$ cat config.mk
export PLATFORM = sky130hd
export DESIGN_NAME = sl_rx_buffered
export DESIGN_NICKNAME = d
export VERILOG_FILES = /design/src/rtl/sl_rx_pkg.sv /design/src/rtl/sl_rx_fifo.sv /design/src/rtl/sl_rx_buffered.sv
export SDC_FILE = /design/constraint.sdc
export NUM_CORES = 1
export LEC_CHECK = 0
export CORE_UTILIZATION = 59
export DETAILED_ROUTE_END_ITERATION = 10
export HOLD_SLACK_MARGIN = 0.02
export PLACE_DENSITY = 0.87
export SLEW_MARGIN = 10
export SYNTH_ARGS = -nofsm -noshare
export SYNTH_HDL_FRONTEND = slang
export SYNTH_SLANG_ARGS = --single-unit
$ cat constraint.sdc
create_clock -name clk -period 4.17 [get_ports clk]
set_input_delay 0.417 -clock clk [delete_from_list [all_inputs] [get_ports clk]]
set_output_delay 0.417 -clock clk [all_outputs]
set_load 0.02 [all_outputs]
$ cat src/rtl/sl_rx_pkg.sv
// Shared types and constants for the SL word receiver: FSM states, status bit
// positions, the two-wire line codes and a saturating counter helper.
package sl_rx_pkg;

    typedef enum logic [1:0] {
        ST_IDLE    = 2'd0,
        ST_STROBE  = 2'd1,
        ST_BIT_END = 2'd2
    } state_t;

    localparam int SB_WRF  = 0;
    localparam int SB_BUSY = 1;
    localparam int SB_WLC  = 2;
    localparam int SB_PEF  = 3;
    localparam int SB_LEF  = 4;
    localparam int SB_OVF  = 5;

    // Code is {ones, zeroes} as seen at the strobe point.
    typedef enum logic [1:0] {
        LC_STOP  = 2'b00,
        LC_ONE   = 2'b01,
        LC_ZERO  = 2'b10,
        LC_LEVEL = 2'b11
    } line_code_t;

    function automatic logic [15:0] sat_inc16(input logic [15:0] v, input logic en);
        return (en && v != 16'hFFFF) ? v + 16'd1 : v;
    endfunction

endpackage

$ cat src/rtl/sl_rx_fifo.sv
// Synchronous FIFO for received words; head visible combinationally, zero when empty.
// Push on full is accepted only together with a pop (pop frees the slot first).
module sl_rx_fifo #(
    parameter int WIDTH = 32,
    parameter int DEPTH = 4
) (
    input  logic             clk,
    input  logic             rst_n,
    input  logic             push,
    input  logic [WIDTH-1:0] push_dat,
    input  logic             pop,
    output logic [WIDTH-1:0] head_dat,
    output logic             full,
    output logic             empty
);
    localparam int AW = $clog2(DEPTH);

    logic [WIDTH-1:0] mem [DEPTH];
    logic [AW-1:0]    wr_ptr;
    logic [AW-1:0]    rd_ptr;
    logic [AW:0]      cnt;
    logic             do_push;
    logic             do_pop;

    assign empty    = (cnt == '0);
    assign full     = (cnt == (AW+1)'(DEPTH));
    assign do_pop   = pop & ~empty;
    assign do_push  = push & (~full | do_pop);
    assign head_dat = empty ? '0 : mem[rd_ptr];

    always_ff @(posedge clk) begin
        if (!rst_n) begin
            wr_ptr <= '0;
            rd_ptr <= '0;
            cnt    <= '0;
        end else begin
            if (do_push) wr_ptr <= wr_ptr + 1'b1;
            if (do_pop)  rd_ptr <= rd_ptr + 1'b1;
            case ({do_push, do_pop})
                2'b10:   cnt <= cnt + 1'b1;
                2'b01:   cnt <= cnt - 1'b1;
                default: cnt <= cnt;
            endcase
        end
    end

    always_ff @(posedge clk) begin
        if (do_push) mem[wr_ptr] <= push_dat;
    end

endmodule

$ cat src/rtl/sl_rx_buffered.sv
// Two-wire SL word receiver: sync, strobe-point classification, length/odd-parity check, word FIFO.
// Optional per-type error counters when SL_RX_ERR_CNT_EN is defined.
module sl_rx_buffered
    import sl_rx_pkg::*;
#(
    parameter int DATA_W     = 32,
    parameter int STROB_POS  = 8,
    parameter int BIT_TMO    = 64,
    parameter int GAP_TMO    = 256,
    parameter int FIFO_DEPTH = 4
) (
    input  logic              clk,
    input  logic              rst_n,
    input  logic              sl_zeroes_a,
    input  logic              sl_ones_a,
    input  logic [5:0]        cfg_bit_qty,
    input  logic              cfg_pce,
    output logic [DATA_W-1:0] rx_data,
    output logic              rx_valid,
    input  logic              rx_ready,
    output logic [7:0]        status,
    input  logic              status_clr,
    output logic              err_pulse
`ifdef SL_RX_ERR_CNT_EN
    ,
    output logic [15:0]       par_err_cnt,
    output logic [15:0]       len_err_cnt,
    output logic [15:0]       lev_err_cnt
`endif
);
    localparam int BW      = $clog2(DATA_W + 3);
    localparam int CNT_MAX = (GAP_TMO > BIT_TMO) ? GAP_TMO : BIT_TMO;
    localparam int CW      = $clog2(CNT_MAX + 1);

    localparam logic [BW-1:0] BC_SAT    = BW'(DATA_W + 2);
    localparam logic [CW-1:0] STROB_END = CW'(STROB_POS - 1);
    localparam logic [CW-1:0] BIT_LAST  = CW'(BIT_TMO - 1);
    localparam logic [CW-1:0] BIT_LIM   = CW'(BIT_TMO);
    localparam logic [CW-1:0] GAP_LAST  = CW'(GAP_TMO - 1);

    logic z_s1, z_s2, o_s1, o_s2;
    state_t state, state_nxt;
    logic [CW-1:0]     cyc_cnt, cyc_nxt;
    logic [BW-1:0]     bit_cnt;
    logic [DATA_W-1:0] shreg;
    logic [DATA_W-1:0] word_dat;
    logic              par_acc;
    logic [5:0]        qty_l;
    logic              pce_l;
    line_code_t        code;
    logic ev_start, ev_bit, ev_stop, ev_lev, ev_gap;
    logic bit_val, len_ok, par_ok, good, clear_word;
    logic wlc_set, pef_set, lev_set, ovf_set, err_any;
    logic wrf, wlc, pef, lef, ovf;
    logic fifo_full, fifo_empty, pop;

    assign code    = line_code_t'({o_s2, z_s2});
    assign bit_val = (code == LC_ONE);

    always_comb begin
        state_nxt = state;
        cyc_nxt   = cyc_cnt;
        ev_start  = 1'b0;
        ev_bit    = 1'b0;
        ev_stop   = 1'b0;
        ev_lev    = 1'b0;
        ev_gap    = 1'b0;
        case (state)
            ST_IDLE: begin
                if (!z_s2 || !o_s2) begin
                    state_nxt = ST_STROBE;
                    cyc_nxt   = '0;
                    ev_start  = 1'b1;
                end else if (bit_cnt != '0) begin
                    // Idle time inside a word counts towards the gap limit.
                    if (cyc_cnt == GAP_LAST) begin
                        ev_gap  = 1'b1;
                        cyc_nxt = '0;
                    end else begin
                        cyc_nxt = cyc_cnt + 1'b1;
                    end
                end else begin
                    cyc_nxt = '0;
                end
            end
            ST_STROBE: begin
                cyc_nxt = cyc_cnt + 1'b1;
                if (cyc_cnt == STROB_END) begin
                    case (code)
                        LC_ONE, LC_ZERO: begin
                            ev_bit    = 1'b1;
                            state_nxt = ST_BIT_END;
                        end
                        LC_STOP: begin
                            ev_stop   = 1'b1;
                            state_nxt = ST_BIT_END;
                        end
                        default: begin
                            ev_lev    = 1'b1;
                            state_nxt = ST_IDLE;
                            cyc_nxt   = '0;
                        end
                    endcase
                end
            end
            ST_BIT_END: begin
                if (z_s2 && o_s2) begin
                    state_nxt = ST_IDLE;
                    cyc_nxt   = '0;
                end else if (cyc_cnt < BIT_LIM) begin
                    // Counter parks at BIT_TMO so a stuck line reports once.
                    cyc_nxt = cyc_cnt + 1'b1;
                    ev_lev  = (cyc_cnt == BIT_LAST);
                end
            end
            default: begin
                state_nxt = ST_IDLE;
                cyc_nxt   = '0;
            end
        endcase
    end

    assign len_ok     = (int'(bit_cnt) == int'(qty_l) + 1) && (int'(bit_cnt) <= DATA_W + 1);
    assign par_ok     = ~pce_l | par_acc;
    assign good       = ev_stop & len_ok & par_ok;
    assign wlc_set    = (ev_stop & ~len_ok) | ev_gap;
    assign pef_set    = ev_stop & ~par_ok;
    assign lev_set    = ev_lev;
    assign err_any    = wlc_set | pef_set | lev_set;
    assign clear_word = ev_stop | err_any;
    assign pop        = rx_valid & rx_ready;
    assign ovf_set    = good & fifo_full & ~pop;

    always_comb begin
        word_dat = '0;
        for (int i = 0; i < DATA_W; i++) begin
            word_dat[i] = shreg[i] & (i < int'(qty_l));
        end
    end

    always_ff @(posedge clk) begin
        if (!rst_n) begin
            z_s1      <= 1'b1;
            z_s2      <= 1'b1;
            o_s1      <= 1'b1;
            o_s2      <= 1'b1;
            state     <= ST_IDLE;
            cyc_cnt   <= '0;
            bit_cnt   <= '0;
            shreg     <= '0;
            par_acc   <= 1'b0;
            qty_l     <= '0;
            pce_l     <= 1'b0;
            err_pulse <= 1'b0;
            wrf       <= 1'b0;
            wlc       <= 1'b0;
            pef       <= 1'b0;
            lef       <= 1'b0;
            ovf       <= 1'b0;
        end else begin
            z_s1    <= sl_zeroes_a;
            z_s2    <= z_s1;
            o_s1    <= sl_ones_a;
            o_s2    <= o_s1;
            state   <= state_nxt;
            cyc_cnt <= cyc_nxt;
            if (ev_start && bit_cnt == '0) begin
                qty_l <= cfg_bit_qty;
                pce_l <= cfg_pce;
            end
            if (clear_word) begin
                bit_cnt <= '0;
                shreg   <= '0;
                par_acc <= 1'b0;
            end else if (ev_bit) begin
                if (int'(bit_cnt) < DATA_W) shreg <= shreg | (DATA_W'(bit_val) << bit_cnt);
                if (bit_cnt != BC_SAT) bit_cnt <= bit_cnt + 1'b1;
                par_acc <= par_acc ^ bit_val;
            end
            err_pulse <= err_any;
            wrf <= good    | (wrf & ~status_clr);
            wlc <= wlc_set | (wlc & ~status_clr);
            pef <= pef_set | (pef & ~status_clr);
            lef <= lev_set | (lef & ~status_clr);
            ovf <= ovf_set | (ovf & ~status_clr);
        end
    end

    always_comb begin
        status          = 8'h00;
        status[SB_WRF]  = wrf;
        status[SB_BUSY] = (bit_cnt != '0) || (state != ST_IDLE);
        status[SB_WLC]  = wlc;
        status[SB_PEF]  = pef;
        status[SB_LEF]  = lef;
        status[SB_OVF]  = ovf;
    end

    sl_rx_fifo #(
        .WIDTH (DATA_W),
        .DEPTH (FIFO_DEPTH)
    ) u_fifo (
        .clk      (clk),
        .rst_n    (rst_n),
        .push     (good),
        .push_dat (word_dat),
        .pop      (pop),
        .head_dat (rx_data),
        .full     (fifo_full),
        .empty    (fifo_empty)
    );

    assign rx_valid = ~fifo_empty;

`ifdef SL_RX_ERR_CNT_EN
    always_ff @(posedge clk) begin
        if (!rst_n) begin
            par_err_cnt <= '0;
            len_err_cnt <= '0;
            lev_err_cnt <= '0;
        end else if (status_clr) begin
            par_err_cnt <= 16'(pef_set);
            len_err_cnt <= 16'(wlc_set);
            lev_err_cnt <= 16'(lev_set);
        end else begin
            par_err_cnt <= sat_inc16(par_err_cnt, pef_set);
            len_err_cnt <= sat_inc16(len_err_cnt, wlc_set);
            lev_err_cnt <= sat_inc16(lev_err_cnt, lev_set);
        end
    end
`endif

endmodule

==> reports/qor.csv <==
metric,value,unit
cts_setup_buffers,0,
fp.dieArea,15500,µm²
count_of_unique_library_cells_instantiated_by_yosys,54,
synth_commonest_cells,"sky130_fd_sc_hd__edfxtp_1 (128), sky130_fd_sc_hd__dfxtp_1 (76), sky130_fd_sc_hd__nor2_1 (76), sky130_fd_sc_hd__a21oi_1 (55), sky130_fd_sc_hd__and2_1 (45)",
gp_routability_congestion,0.904,
number_of_global_route_vias_before_repair,5892,
seq_area_frac_synth,60.5,%
cts_tree,built,
worst_vdd_rail_ir_drop,0.000254,V
post_route_cells_drive_above_1_share,10.2,%
ctsHoldBuffers,0,
synthMostInstantiatedCell,sky130_fd_sc_hd__edfxtp_1,
totalWireLength,18.7,mm
io-pin-count,55,
path_max_fanout,10,
yosys_warnings,0,
viasPerCell,6.18,
placementRows,44,
antenna_found_initial,0,
hp-class,reg2reg,
switching_share,20.2,%
fillerInstances,922,
start_util,60.8,%
leakagePower,3.54,nW
powerDensity,410,nW/µm²
clock_transition_at_the_register_clock_pins_on_the_worst_setup_and_hold_paths_after_cts,0.06,ns
grt_first_pass_wirelength,30.2,mm
cp-start-kind,flip-flop,
syn-instance-count,706,
setup_viol_count_final,0,
clock-skew-final,0.00833,ns
fin_hold_ws,0.418,ns
met3_wire_length,1.31,mm
cellInternalPower,3.34,mW
route.met2.wl,9.79,mm
status,"finished, final reports clean",
synth.avg_cell_area,12.6,µm²
cts-buffers-inserted,21,
power.share.sequential,51.2,%
layout_worst_path_cycle_share,76.2,%
power.share.combinational,2.7,%
report.final.hold_viol_count,0,
drt_first_pass_iters,5,
timing.reg2reg.worst_path_depth,12,
cts-root-buf,sky130_fd_sc_hd__clkbuf_16,
maxSlewViolCount,0,
grt_start_max_net_pins,40,
synth_edf_count,128,
dr_total_vias,5845,
route.top_layer_used,met4,
timing.final.crit_period,3.18,ns
total_grt_overflow,0,
tritoncts_num_sinks,204,
finalPower,4.18,mW
globalRouteTotalUtil,24.5,%
synth_largest_type_area_fraction,43.4,%
fin_tns_setup,0,ns
rsz_0062_raised_after_global_routing,false,
cell_area_synth,8860,µm²
clkLatencyLatePin,0.49,ns
worst_setup_path_end_kind,flip-flop,
worst_slew_pin_slew,1.23,ns
netlist_top_cells_area,"sky130_fd_sc_hd__edfxtp_1 (43%), sky130_fd_sc_hd__dfxtp_1 (17%), sky130_fd_sc_hd__mux4_2 (8.1%)",
fp.dieH,125,µm
min_path_cells,1,
max_cap_viol_count,0,
htreeDepth,1,
die_x,125,µm
dp.final_hpwl,12.0,mm
yosysTopAreaCell,sky130_fd_sc_hd__edfxtp_1,
antenna_violating_nets_post_route,0,
worst-endpoint-required,4.57,ns
fmax,315,MHz
setup.worst_path.class,reg2reg,
clock_tree.buffer_depth,3,
diodes,0,
area_growth_syn_to_layout,15.0,%
clock_power_share,46.1,%
wire_per_inst,19.7,µm
cts.repair.resized,0,
timing.critical_path.arrival,3.57,ns
relSlewSlack,17.3,%
wl_met1,7.07,mm
core_box_area,14600,µm²
async_reset_ff_share,0,%
initialDrtViolationCount,563,
number_of_nets_in_the_finished_design,782,
synth.ff_latch_count,204,
synth_flop_cell,sky130_fd_sc_hd__edfxtp_1,
switching_power,0.845,mW
numPortBuffers,52,
drc,0,
-- stage by stage --
stage / area (µm²) / worst slack (ns) / util (%) / std cells
2_1_floorplan: 8870 / 1.25 / - / 707
3_3_place_gp: 9470 / 1.27 / 64.9 / 908
3_5_place_dp: 9470 / 1.06 / 64.9 / 908
4_1_cts: 10200 / 0.967 / 69.8 / 946
5_1_grt: 10200 / 0.629 / 69.9 / 946
6_report: 10200 / 0.993 / 69.9 / 946
-- critical path: stages (launching register included) --
cell	delay, ns
sky130_fd_sc_hd__dfxtp_1	0.52
sky130_fd_sc_hd__ha_1	0.35
sky130_fd_sc_hd__xnor2_1	0.11
sky130_fd_sc_hd__a211oi_1	0.36
sky130_fd_sc_hd__nand4_1	0.30
sky130_fd_sc_hd__nor3_2	0.33
sky130_fd_sc_hd__inv_1	0.08
sky130_fd_sc_hd__ha_1	0.21
sky130_fd_sc_hd__inv_1	0.07
sky130_fd_sc_hd__fa_1	0.18
sky130_fd_sc_hd__xor2_1	0.08
sky130_fd_sc_hd__or3_1	0.32
sky130_fd_sc_hd__a21oi_1	0.17
-- power groups by stage --
stage          registers (mW)  clock network [mW]  logic (mW)
2_1_floorplan            2.18                   0      0.0885
5_1_grt                  2.14                2.02       0.125
3_3_place_gp             2.18                   0       0.107
6_report                 2.14                1.93       0.113
3_5_place_dp             2.19                   0       0.110
4_1_cts                  2.14                1.94       0.113
-- sequential cells by signal, summed over array words and instances (netlist names), 2 cells and up, named ones only --
register,cells
u_fifo.mem,128
shreg,32
cyc_cnt,9
bit_cnt,6
qty_l,6
u_fifo.cnt,3
state,2
u_fifo.rd_ptr,2
u_fifo.wr_ptr,2
-- routing by layer --
layer / vias to the layer above / GRT usage, %
met2: 272 / 44.5
met5: - / 0
met3: 56 / 3.31
li1: 2634 / -
met4: 0 / 8.29
met1: 2883 / 29.9
-- final timing paths --
path | startpoint | to | slack [ns]
setup reg to reg | qty_l[1] | u_fifo.cnt[2] | 0.99
hold / removal | o_s1 | o_s2 | 0.42
hold reg to reg | o_s1 | o_s2 | 0.42
setup / recovery | qty_l[1] | u_fifo.cnt[2] | 0.99
-- cell type report --
type / count / area [µm²] / area share [%]
flip-flops and latches: 204 / 5370 / 52.6
clock buffers: 26 / 574 / 5.63
multi-input cells: 434 / 3200 / 31.4
clock inverters: 12 / 144 / 1.41
repair buffers: 61 / 588 / 5.77
inverters: 25 / 93.8 / 0.920
well taps: 184 / 230 / 2.26
-- cells by family after synthesis --
logic type | count (synthesis) | synth area share [%]
compound gates | 116 | 8.20
xor+xnor | 17 | 1.68
fa+ha+maj | 22 | 3.19
buf+inv | 69 | 3.49
flops | 204 | 60.5
mux | 40 | 9.03
other cells | 1 | 0.0423
simple gates | 237 | 13.8
-- layout by cell type (no fill, tap or decap), types with 13 or more instances in the layout --
cell and instances:
sky130_fd_sc_hd__inv_1 25, sky130_fd_sc_hd__nor3_1 13, sky130_fd_sc_hd__dfxtp_1 75, sky130_fd_sc_hd__mux4_2 32, sky130_fd_sc_hd__clkbuf_16 21, sky130_fd_sc_hd__a21boi_0 13, sky130_fd_sc_hd__clkdlybuf4s50_1 52, sky130_fd_sc_hd__edfxtp_1 128
sky130_fd_sc_hd__nand2_1 26, sky130_fd_sc_hd__and2_1 45, sky130_fd_sc_hd__ha_1 21, sky130_fd_sc_hd__a21oi_1 55, sky130_fd_sc_hd__nor2_1 76, sky130_fd_sc_hd__nand3_1 15
No activity file was read; power rests on OpenSTA's default activity.
